File: config.mk
export PLATFORM = sky130hd
export DESIGN_NAME = xbi_pkt_reader
export DESIGN_NICKNAME = d
export VERILOG_FILES = /design/src/rtl/xbi_pkg.sv /design/src/rtl/xbi_skid2.sv /design/src/rtl/xbi_pkt_reader.sv
export SDC_FILE = /design/constraint.sdc
export NUM_CORES = 1
export LEC_CHECK = 0
export ABC_AREA = 1
export BUFFER_PORTS_ARGS = -buffer_cell sky130_fd_sc_hd__buf_2
export CAP_MARGIN = 20
export CORE_MARGIN = 3
export CORE_UTILIZATION = 50
export CTS_CLUSTER_SIZE = 28
export DETAILED_ROUTE_END_ITERATION = 8
export GPL_ROUTABILITY_DRIVEN = 0
export HOLD_SLACK_MARGIN = 0.1
export PLACE_DENSITY = 0.71
export SETUP_SLACK_MARGIN = 0.4
export SYNTH_ARGS = -nofsm -noshare
export SYNTH_HDL_FRONTEND = slang
export SYNTH_SLANG_ARGS = --single-unit
File: constraint.sdc
create_clock -name clk -period 3.5 [get_ports clk]
set_input_delay 0.175 -clock clk [delete_from_list [all_inputs] [get_ports clk]]
set_output_delay 0.175 -clock clk [all_outputs]
set_load 0.05 [all_outputs]
File: src/rtl/xbi_pkg.sv
// ----------------------------------------------------------------------------
// xbi_pkg
// Shared definitions for the crossbar-interface packet reader:
//   - drain FSM state encoding (IDLE, HDR, STREAM, ADV)
//   - header length field width and default bit position
//   - default slot size, shared with the FIFO pointer instantiation
//   - helper that classifies a header length as illegal
// ----------------------------------------------------------------------------
package xbi_pkg;

    localparam logic [1:0] XBI_IDLE   = 2'd0;
    localparam logic [1:0] XBI_HDR    = 2'd1;
    localparam logic [1:0] XBI_STREAM = 2'd2;
    localparam logic [1:0] XBI_ADV    = 2'd3;

    typedef enum logic [1:0] {
        ST_IDLE   = XBI_IDLE,
        ST_HDR    = XBI_HDR,
        ST_STREAM = XBI_STREAM,
        ST_ADV    = XBI_ADV
    } xbi_state_e;

    // Header length field: 8 bits wide, default position at bit 0.
    localparam int XBI_LEN_W   = 8;
    localparam int XBI_LEN_LSB = 0;

    // Slot size in words; also the largest legal packet length.
    localparam logic [9:0] XBI_PACKET_SIZE = 10'd144;

    // A length of zero, or one larger than the slot, cannot be honoured.
    // The compare is unsigned with the 8-bit length zero-extended.
    function automatic logic xbi_len_bad(input logic [XBI_LEN_W-1:0] len,
                                         input logic [9:0]           pkt_size);
        return (len == '0) || ({2'b00, len} > pkt_size);
    endfunction

endpackage

File: src/rtl/xbi_skid2.sv
// ----------------------------------------------------------------------------
// xbi_skid2
// Two-entry output buffer holding {data, sop, eop}. The head entry drives the
// output stream directly, so the visible word only changes on a pop.
//
// Ports:
//   clk, rst        clock, synchronous active-high reset (empties the buffer)
//   i_push          write i_data/i_sop/i_eop into the tail entry
//   i_data/i_sop/i_eop  entry contents to write
//   i_pop           consumer took the head entry (ignored when empty)
//   o_valid         buffer holds at least one entry
//   o_data/o_sop/o_eop  head entry contents
//   o_count         occupancy, 0..2
// ----------------------------------------------------------------------------
module xbi_skid2 #(
    parameter int W = 16
) (
    input  logic         clk,
    input  logic         rst,
    input  logic         i_push,
    input  logic [W-1:0] i_data,
    input  logic         i_sop,
    input  logic         i_eop,
    input  logic         i_pop,
    output logic         o_valid,
    output logic [W-1:0] o_data,
    output logic         o_sop,
    output logic         o_eop,
    output logic [1:0]   o_count
);

    logic [W+1:0] r_mem [2];
    logic         r_wr;
    logic         r_rd;
    logic [1:0]   r_count;

    logic         w_do_pop;
    logic         w_do_push;

    assign w_do_pop  = i_pop && (r_count != 2'd0);
    // When full, a push is only accepted alongside a pop: the tail slot is the
    // head slot being vacated, whose old contents are still what drives the
    // output during this cycle.
    assign w_do_push = i_push && ((r_count != 2'd2) || w_do_pop);

    always_ff @(posedge clk) begin
        if (rst) begin
            for (int i = 0; i < 2; i++) begin
                r_mem[i] <= '0;
            end
            r_wr    <= 1'b0;
            r_rd    <= 1'b0;
            r_count <= 2'd0;
        end else begin
            if (w_do_push) begin
                r_mem[r_wr] <= {i_data, i_sop, i_eop};
                r_wr        <= ~r_wr;
            end
            if (w_do_pop) begin
                r_rd <= ~r_rd;
            end
            r_count <= r_count + {1'b0, w_do_push} - {1'b0, w_do_pop};
        end
    end

    assign o_valid = (r_count != 2'd0);
    assign {o_data, o_sop, o_eop} = r_mem[r_rd];
    assign o_count = r_count;

endmodule

File: src/rtl/xbi_pkt_reader.sv
// ----------------------------------------------------------------------------
// xbi_pkt_reader
// Drains one packet at a time from the head slot of a crossbar packet FIFO.
// The header word is read first and supplies the packet length; the rest of
// the slot is read word by word and streamed out, then the slot is released
// with a one-cycle advance pulse.
//
// Ports:
//   clk, rst          read-domain clock, synchronous active-high reset
//   i_fifo_empty      slot FIFO empty (registered upstream)
//   i_fifo_base       word address of the head slot (registered upstream)
//   o_fifo_advance    one-cycle pulse: head slot consumed
//   o_mem_en/o_mem_adr  buffer memory read port, data returns next cycle
//   i_mem_data        read data, valid the cycle after o_mem_en
//   o_data/o_valid/o_sop/o_eop  output stream (head of the output buffer)
//   i_stall           consumer not ready
//   o_len_err         one-cycle pulse when the header length is illegal
//
// Handshake: a word transfers in every cycle where o_valid is high and
// i_stall is low. While o_valid is high and i_stall is high the word and its
// sop/eop tags are held unchanged.
// ----------------------------------------------------------------------------
module xbi_pkt_reader
    import xbi_pkg::*;
#(
    parameter int         DATA_WIDTH  = 16,
    parameter logic [9:0] PACKET_SIZE = XBI_PACKET_SIZE,
    parameter int         LEN_LSB     = XBI_LEN_LSB
) (
    input  logic                  clk,
    input  logic                  rst,
    input  logic                  i_fifo_empty,
    input  logic [9:0]            i_fifo_base,
    output logic                  o_fifo_advance,
    output logic                  o_mem_en,
    output logic [9:0]            o_mem_adr,
    input  logic [DATA_WIDTH-1:0] i_mem_data,
    output logic [DATA_WIDTH-1:0] o_data,
    output logic                  o_valid,
    output logic                  o_sop,
    output logic                  o_eop,
    input  logic                  i_stall,
    output logic                  o_len_err
);

    xbi_state_e             r_state;
    xbi_state_e             w_next_state;

    logic [9:0]             r_base_q;
    logic [XBI_LEN_W-1:0]   r_k;
    logic [XBI_LEN_W-1:0]   r_len_q;
    logic                   r_inflight;
    logic                   r_inflight_eop;

    logic [XBI_LEN_W-1:0]   w_len_raw;
    logic                   w_len_bad;
    logic [XBI_LEN_W-1:0]   w_len_eff;
    logic [XBI_LEN_W-1:0]   w_len_cur;

    logic [1:0]             w_count;
    logic                   w_pop;
    logic                   w_push;
    logic                   w_push_sop;
    logic                   w_push_eop;
    logic [2:0]             w_next_occ;
    logic                   w_room;
    logic                   w_issue;

    // Header length decode; an illegal length drains the whole slot.
    assign w_len_raw = i_mem_data[LEN_LSB +: XBI_LEN_W];
    assign w_len_bad = xbi_len_bad(w_len_raw, PACKET_SIZE);
    assign w_len_eff = w_len_bad ? PACKET_SIZE[XBI_LEN_W-1:0] : w_len_raw;

    // In HDR the length is still on the memory bus, not yet in r_len_q.
    assign w_len_cur = (r_state == ST_HDR) ? w_len_eff : r_len_q;

    assign w_pop = o_valid && !i_stall;

    // Memory data is pushed in HDR (the header) and whenever a body read
    // returns. Nothing else ever writes the output buffer.
    assign w_push = (r_state == ST_HDR) || r_inflight;

    // A read issued now lands in the buffer next cycle. It is safe to issue
    // only if the occupancy after this cycle's push/pop leaves a free entry
    // for it even if the consumer stalls next cycle. Counting this cycle's
    // pop is what lets two entries sustain one word per cycle.
    assign w_next_occ = {1'b0, w_count} - {2'b00, w_pop} + {2'b00, w_push};
    assign w_room     = (w_next_occ <= 3'd1);

    always_comb begin
        w_next_state = r_state;
        o_mem_en     = 1'b0;
        o_mem_adr    = 10'd0;
        o_fifo_advance = 1'b0;
        o_len_err    = 1'b0;
        w_push_sop   = 1'b0;
        w_push_eop   = 1'b0;
        w_issue      = 1'b0;

        case (r_state)
            ST_IDLE: begin
                if (!i_fifo_empty) begin
                    o_mem_en     = 1'b1;
                    o_mem_adr    = i_fifo_base;
                    w_next_state = ST_HDR;
                end
            end
            ST_HDR: begin
                w_push_sop   = 1'b1;
                w_push_eop   = (w_len_eff == 8'd1);
                o_len_err    = w_len_bad;
                w_issue      = (w_len_eff > 8'd1) && w_room;
                w_next_state = ST_STREAM;
            end
            ST_STREAM: begin
                w_push_eop = r_inflight_eop;
                w_issue    = (r_k < r_len_q) && w_room;
                if (w_pop && o_eop) begin
                    w_next_state = ST_ADV;
                end
            end
            ST_ADV: begin
                o_fifo_advance = 1'b1;
                w_next_state   = ST_IDLE;
            end
            default: begin
                w_next_state = ST_IDLE;
            end
        endcase

        if (w_issue) begin
            o_mem_en  = 1'b1;
            o_mem_adr = r_base_q + {2'b00, r_k};
        end
    end

    always_ff @(posedge clk) begin
        if (rst) begin
            r_state        <= ST_IDLE;
            r_base_q       <= 10'd0;
            r_k            <= '0;
            r_len_q        <= '0;
            r_inflight     <= 1'b0;
            r_inflight_eop <= 1'b0;
        end else begin
            r_state <= w_next_state;

            if ((r_state == ST_IDLE) && !i_fifo_empty) begin
                r_base_q <= i_fifo_base;
                r_k      <= 8'd1;
            end

            if (r_state == ST_HDR) begin
                r_len_q <= w_len_eff;
            end

            if (w_issue) begin
                r_k <= r_k + 8'd1;
            end

            // Reads return in order, so the read of index len-1 carries eop.
            r_inflight     <= w_issue;
            r_inflight_eop <= w_issue && (r_k == (w_len_cur - 8'd1));
        end
    end

    xbi_skid2 #(
        .W(DATA_WIDTH)
    ) u_skid (
        .clk     (clk),
        .rst     (rst),
        .i_push  (w_push),
        .i_data  (i_mem_data),
        .i_sop   (w_push_sop),
        .i_eop   (w_push_eop),
        .i_pop   (!i_stall),
        .o_valid (o_valid),
        .o_data  (o_data),
        .o_sop   (o_sop),
        .o_eop   (o_eop),
        .o_count (w_count)
    );

endmodule

==> flow_summary.ini <==
[critical_path]
worstPathCellList = inv_2 > a21oi_2 > buf_4 > ha_4 > inv_4 > ha_4 > inv_4 > fa_2 > xnor2_2 > nand3_2 > nor2_4 > nand2_4 > inv_4 > buf_6 > buf_6 > o22ai_2 > buf_6
cp.required_ns = 3.32
cp-end-kind = primary output
slowest_delay_ns = 0.40
worstPathArrival_ns = 3.03
setup.worst_path.start_class = flop
path_class = flop to primary output
critical_path.slowest_cell = fa_2
path_max_fanout = 6

[sta]
slew_violations = 0
fin_setup_tns_ns = 0
rsz0062_at_grt = yes
period_share = 0.917
finalHoldViolCount = 0
fin_crit_ns = 3.21
clock.fmax_ghz = 0.312
finalClockSkew_ns = 0.00898
setup_violations = 0
tightestPinTransition_ns = 0.788
relSlewSlack = 0.473

[power]
switching_share = 0.470
p_clk_frac = 0.139
seqPwrFrac = 0.235
p_leak_nw = 2.47
intPower_mw = 2.66
combPwrFrac = 0.627
powerDensity_nw_per_um2 = 940
ir_drop_mv = 0.773
p_sw_mw = 2.36

[detailed_routing]
route.detailed.drc = 0
wl_um = 10100
avgViaCountPerCell = 5.17
drt_first_pass_iters = 5
ant_nets = 0
wl_per_cell_um = 14.1
vias = 3704
dr.first_iter.drc_count = 159

[global_routing]
grt_max_degree = 28
grt_pass1_wl_um = 16500
antenna_found_initial = 0
grt_pass1_vias = 3726
grt_usage = 0.210
grt_overflow = 0

[finish]
instances_no_fill = 717
final_layout_size_suffix_gt1_frac = 0.315
final_net_count = 667
syn_to_final_growth_pct = 26.1
antenna_cells = 0
final_util = 0.670

[logic_synthesis]
synth_flop_cell = edfxtp_1
synthCells = 516
async_flop_share = 0
ys_types = 41
synth_nets = 573
yosysSeqAreaShare = 0.421
synth_warnings = 0
syn_avg_cell_area_um2 = 8.20
synth-seq-cells = 71
synth_edf_count = 36
syn_area_um2 = 4230

[cts]
clkTransAtPathRegs_ns = 0.09
clock_sinks = 71
clock_latency_ns = 0.36
htree_num_levels = 3
cts-root-to-sink-buffers = 2
cts_made_buffers = 9
cts_tree = done
cts_root_buf = clkbuf_8

[floorplanning]
dieArea_um2 = 9600
fp-row-count = 32
die_w_um = 98.0
coreArea_um2 = 7970
io_pins = 62
initial_core_util = 0.531
die_h_um = 98.0

[worst_hold_path]
hp-class = primary input to flop

[run_status]
status = complete, no violations

[run]
cap_viol_max_count = 0

[placement]
hpwlAfterDp_um = 6800
placed_cells = 674
port_buffers = 61
cells by family (layout without fill, tap and decap cells):
family	Yosys count	after routing	synth area share
xor gates and xnor gates	12	12	0.0248
and+or+nand+nor	240	240	0.256
buffers and inverters	76	175	0.0722
DFF	71	71	0.421
AOI/OAI and AO/OA	72	72	0.0944
muxes	18	18	0.0479
adders and majority gates	27	27	0.0834
timing repair:
item,in CTS,in global routing
hold buffers,3,0
setup buffers,19,5
endpoints found under the hold margin,3,0
pin swaps,5,17
gates resized for setup,36,35
endpoints found under the setup margin,11,13
state kept, by name, indices dropped and copies added (netlist names), named ones only:
signal / count
u_skid.o_count: 2
r_k: 8
u_skid.r_wr: 1
r_inflight: 1
u_skid.r_mem: 36
r_inflight_eop: 1
u_skid.r_rd: 1
r_state: 2
r_len_q: 8
r_base_q: 10
power groups by stage:
stage               clock [mW]  sequential [mW]  combinational (mW)
finish                   0.695             1.18                3.14
global route             0.742             1.20                3.40
CTS                      0.700             1.18                2.79
detailed placement           0             1.19                2.33
global placement             0             1.18                2.27
floorplan                    0             1.15                1.87
routing by layer:
metal,part of all wire,global-route usage,vias up
met4,0.026,0.0745,0
met3,0.040,0.0400,22
li1,-,-,1871
met2,0.51,0.384,92
met1,0.42,0.243,1719
met5,0,0,-
synth_stat cells, drive strengths merged (2+ instances only):
master / number / area (µm²)
nand2: 131 / 539
nor2: 77 / 327
inv: 61 / 231
a21oi: 39 / 195
edfxtp: 36 / 1080
dfxtp: 35 / 701
nand3: 26 / 183
ha: 25 / 313
mux2: 18 / 203
o21ai: 18 / 90.1
xor2: 8 / 70.1
buf: 7 / 33.8
clkbuf: 7 / 36.3
xnor2: 4 / 35.0
nor3: 3 / 15.0
a21o: 2 / 15.0
a31oi: 2 / 12.5
fa: 2 / 40.0
nand4: 2 / 12.5
o2111ai: 2 / 17.5
o21bai: 2 / 15.0
stage by stage:
step | setup WS (ns) | cell area [µm²] | total power [mW] | hold WS, ns
after floorplan | 0.295 | 4260 | 3.02 | 0.324
after global placement | 0.501 | 4690 | 3.45 | 0.442
after CTS | 0.423 | 5170 | 4.67 | 0.107
after detailed placement | 0.346 | 4690 | 3.52 | 0.450
after global routing | 0.158 | 5340 | 5.34 | 0.115
final | 0.290 | 5340 | 5.02 | 0.109
path summary, 6_finish.rpt:
check | from | to | slack [ns] | cells past startpoint
max | u_skid.o_count[0] | o_mem_adr[7] | 0.29 | 17
min | i_fifo_base[7] | r_base_q[7] | 0.11 | 3
max reg2reg | u_skid.o_count[0] | r_inflight_eop | 0.30 | 23
min reg2reg | r_base_q[6] | r_base_q[6] | 0.47 | 2
placed cells by master, fill, tap and decap left out, drive strengths merged:
cell and n:
o31ai 1, o2111ai 2, o211ai 1, o41ai 1, a221oi 1, clkbuf 10
fa 2, clkinv 2, dfxtp 35, nand2 131, o21bai 2, a21boi 1
dlygate4sd3 3, a31oi 2, clkinvlp 2, a21oi 39, inv 63, xnor2 4
o21ai 18, mux2 18, bufinv 1, nor2 77, buf 94, o21a 1
edfxtp 36, nor3 3, nand4 2, ha 25, nand3b 1, o22ai 1
a21o 2, xor2 8, nand3 26
layout make-up:
type	instances	area, µm²
Multi-Input combinational cell	369	2280
Tap cell	102	128
Sequential cell	71	1790
Timing Repair Buffer	97	686
Inverter	62	243
Fill cell	656	2630
Clock inverter	6	67.6
Clock buffer	10	138
worst max-delay path: cells and delay by family (launching register included):
kind	cells	cell delay, ns
flip-flops	1	0.34
adder cells (fa/ha/maj)	3	0.74
buffers and inverters	8	0.77
AND/OR/NAND/NOR	3	0.39
XOR/XNOR	1	0.17
AO/OA/AOI/OAI	2	0.25
Note: power is estimated with default switching activity, not from simulation.
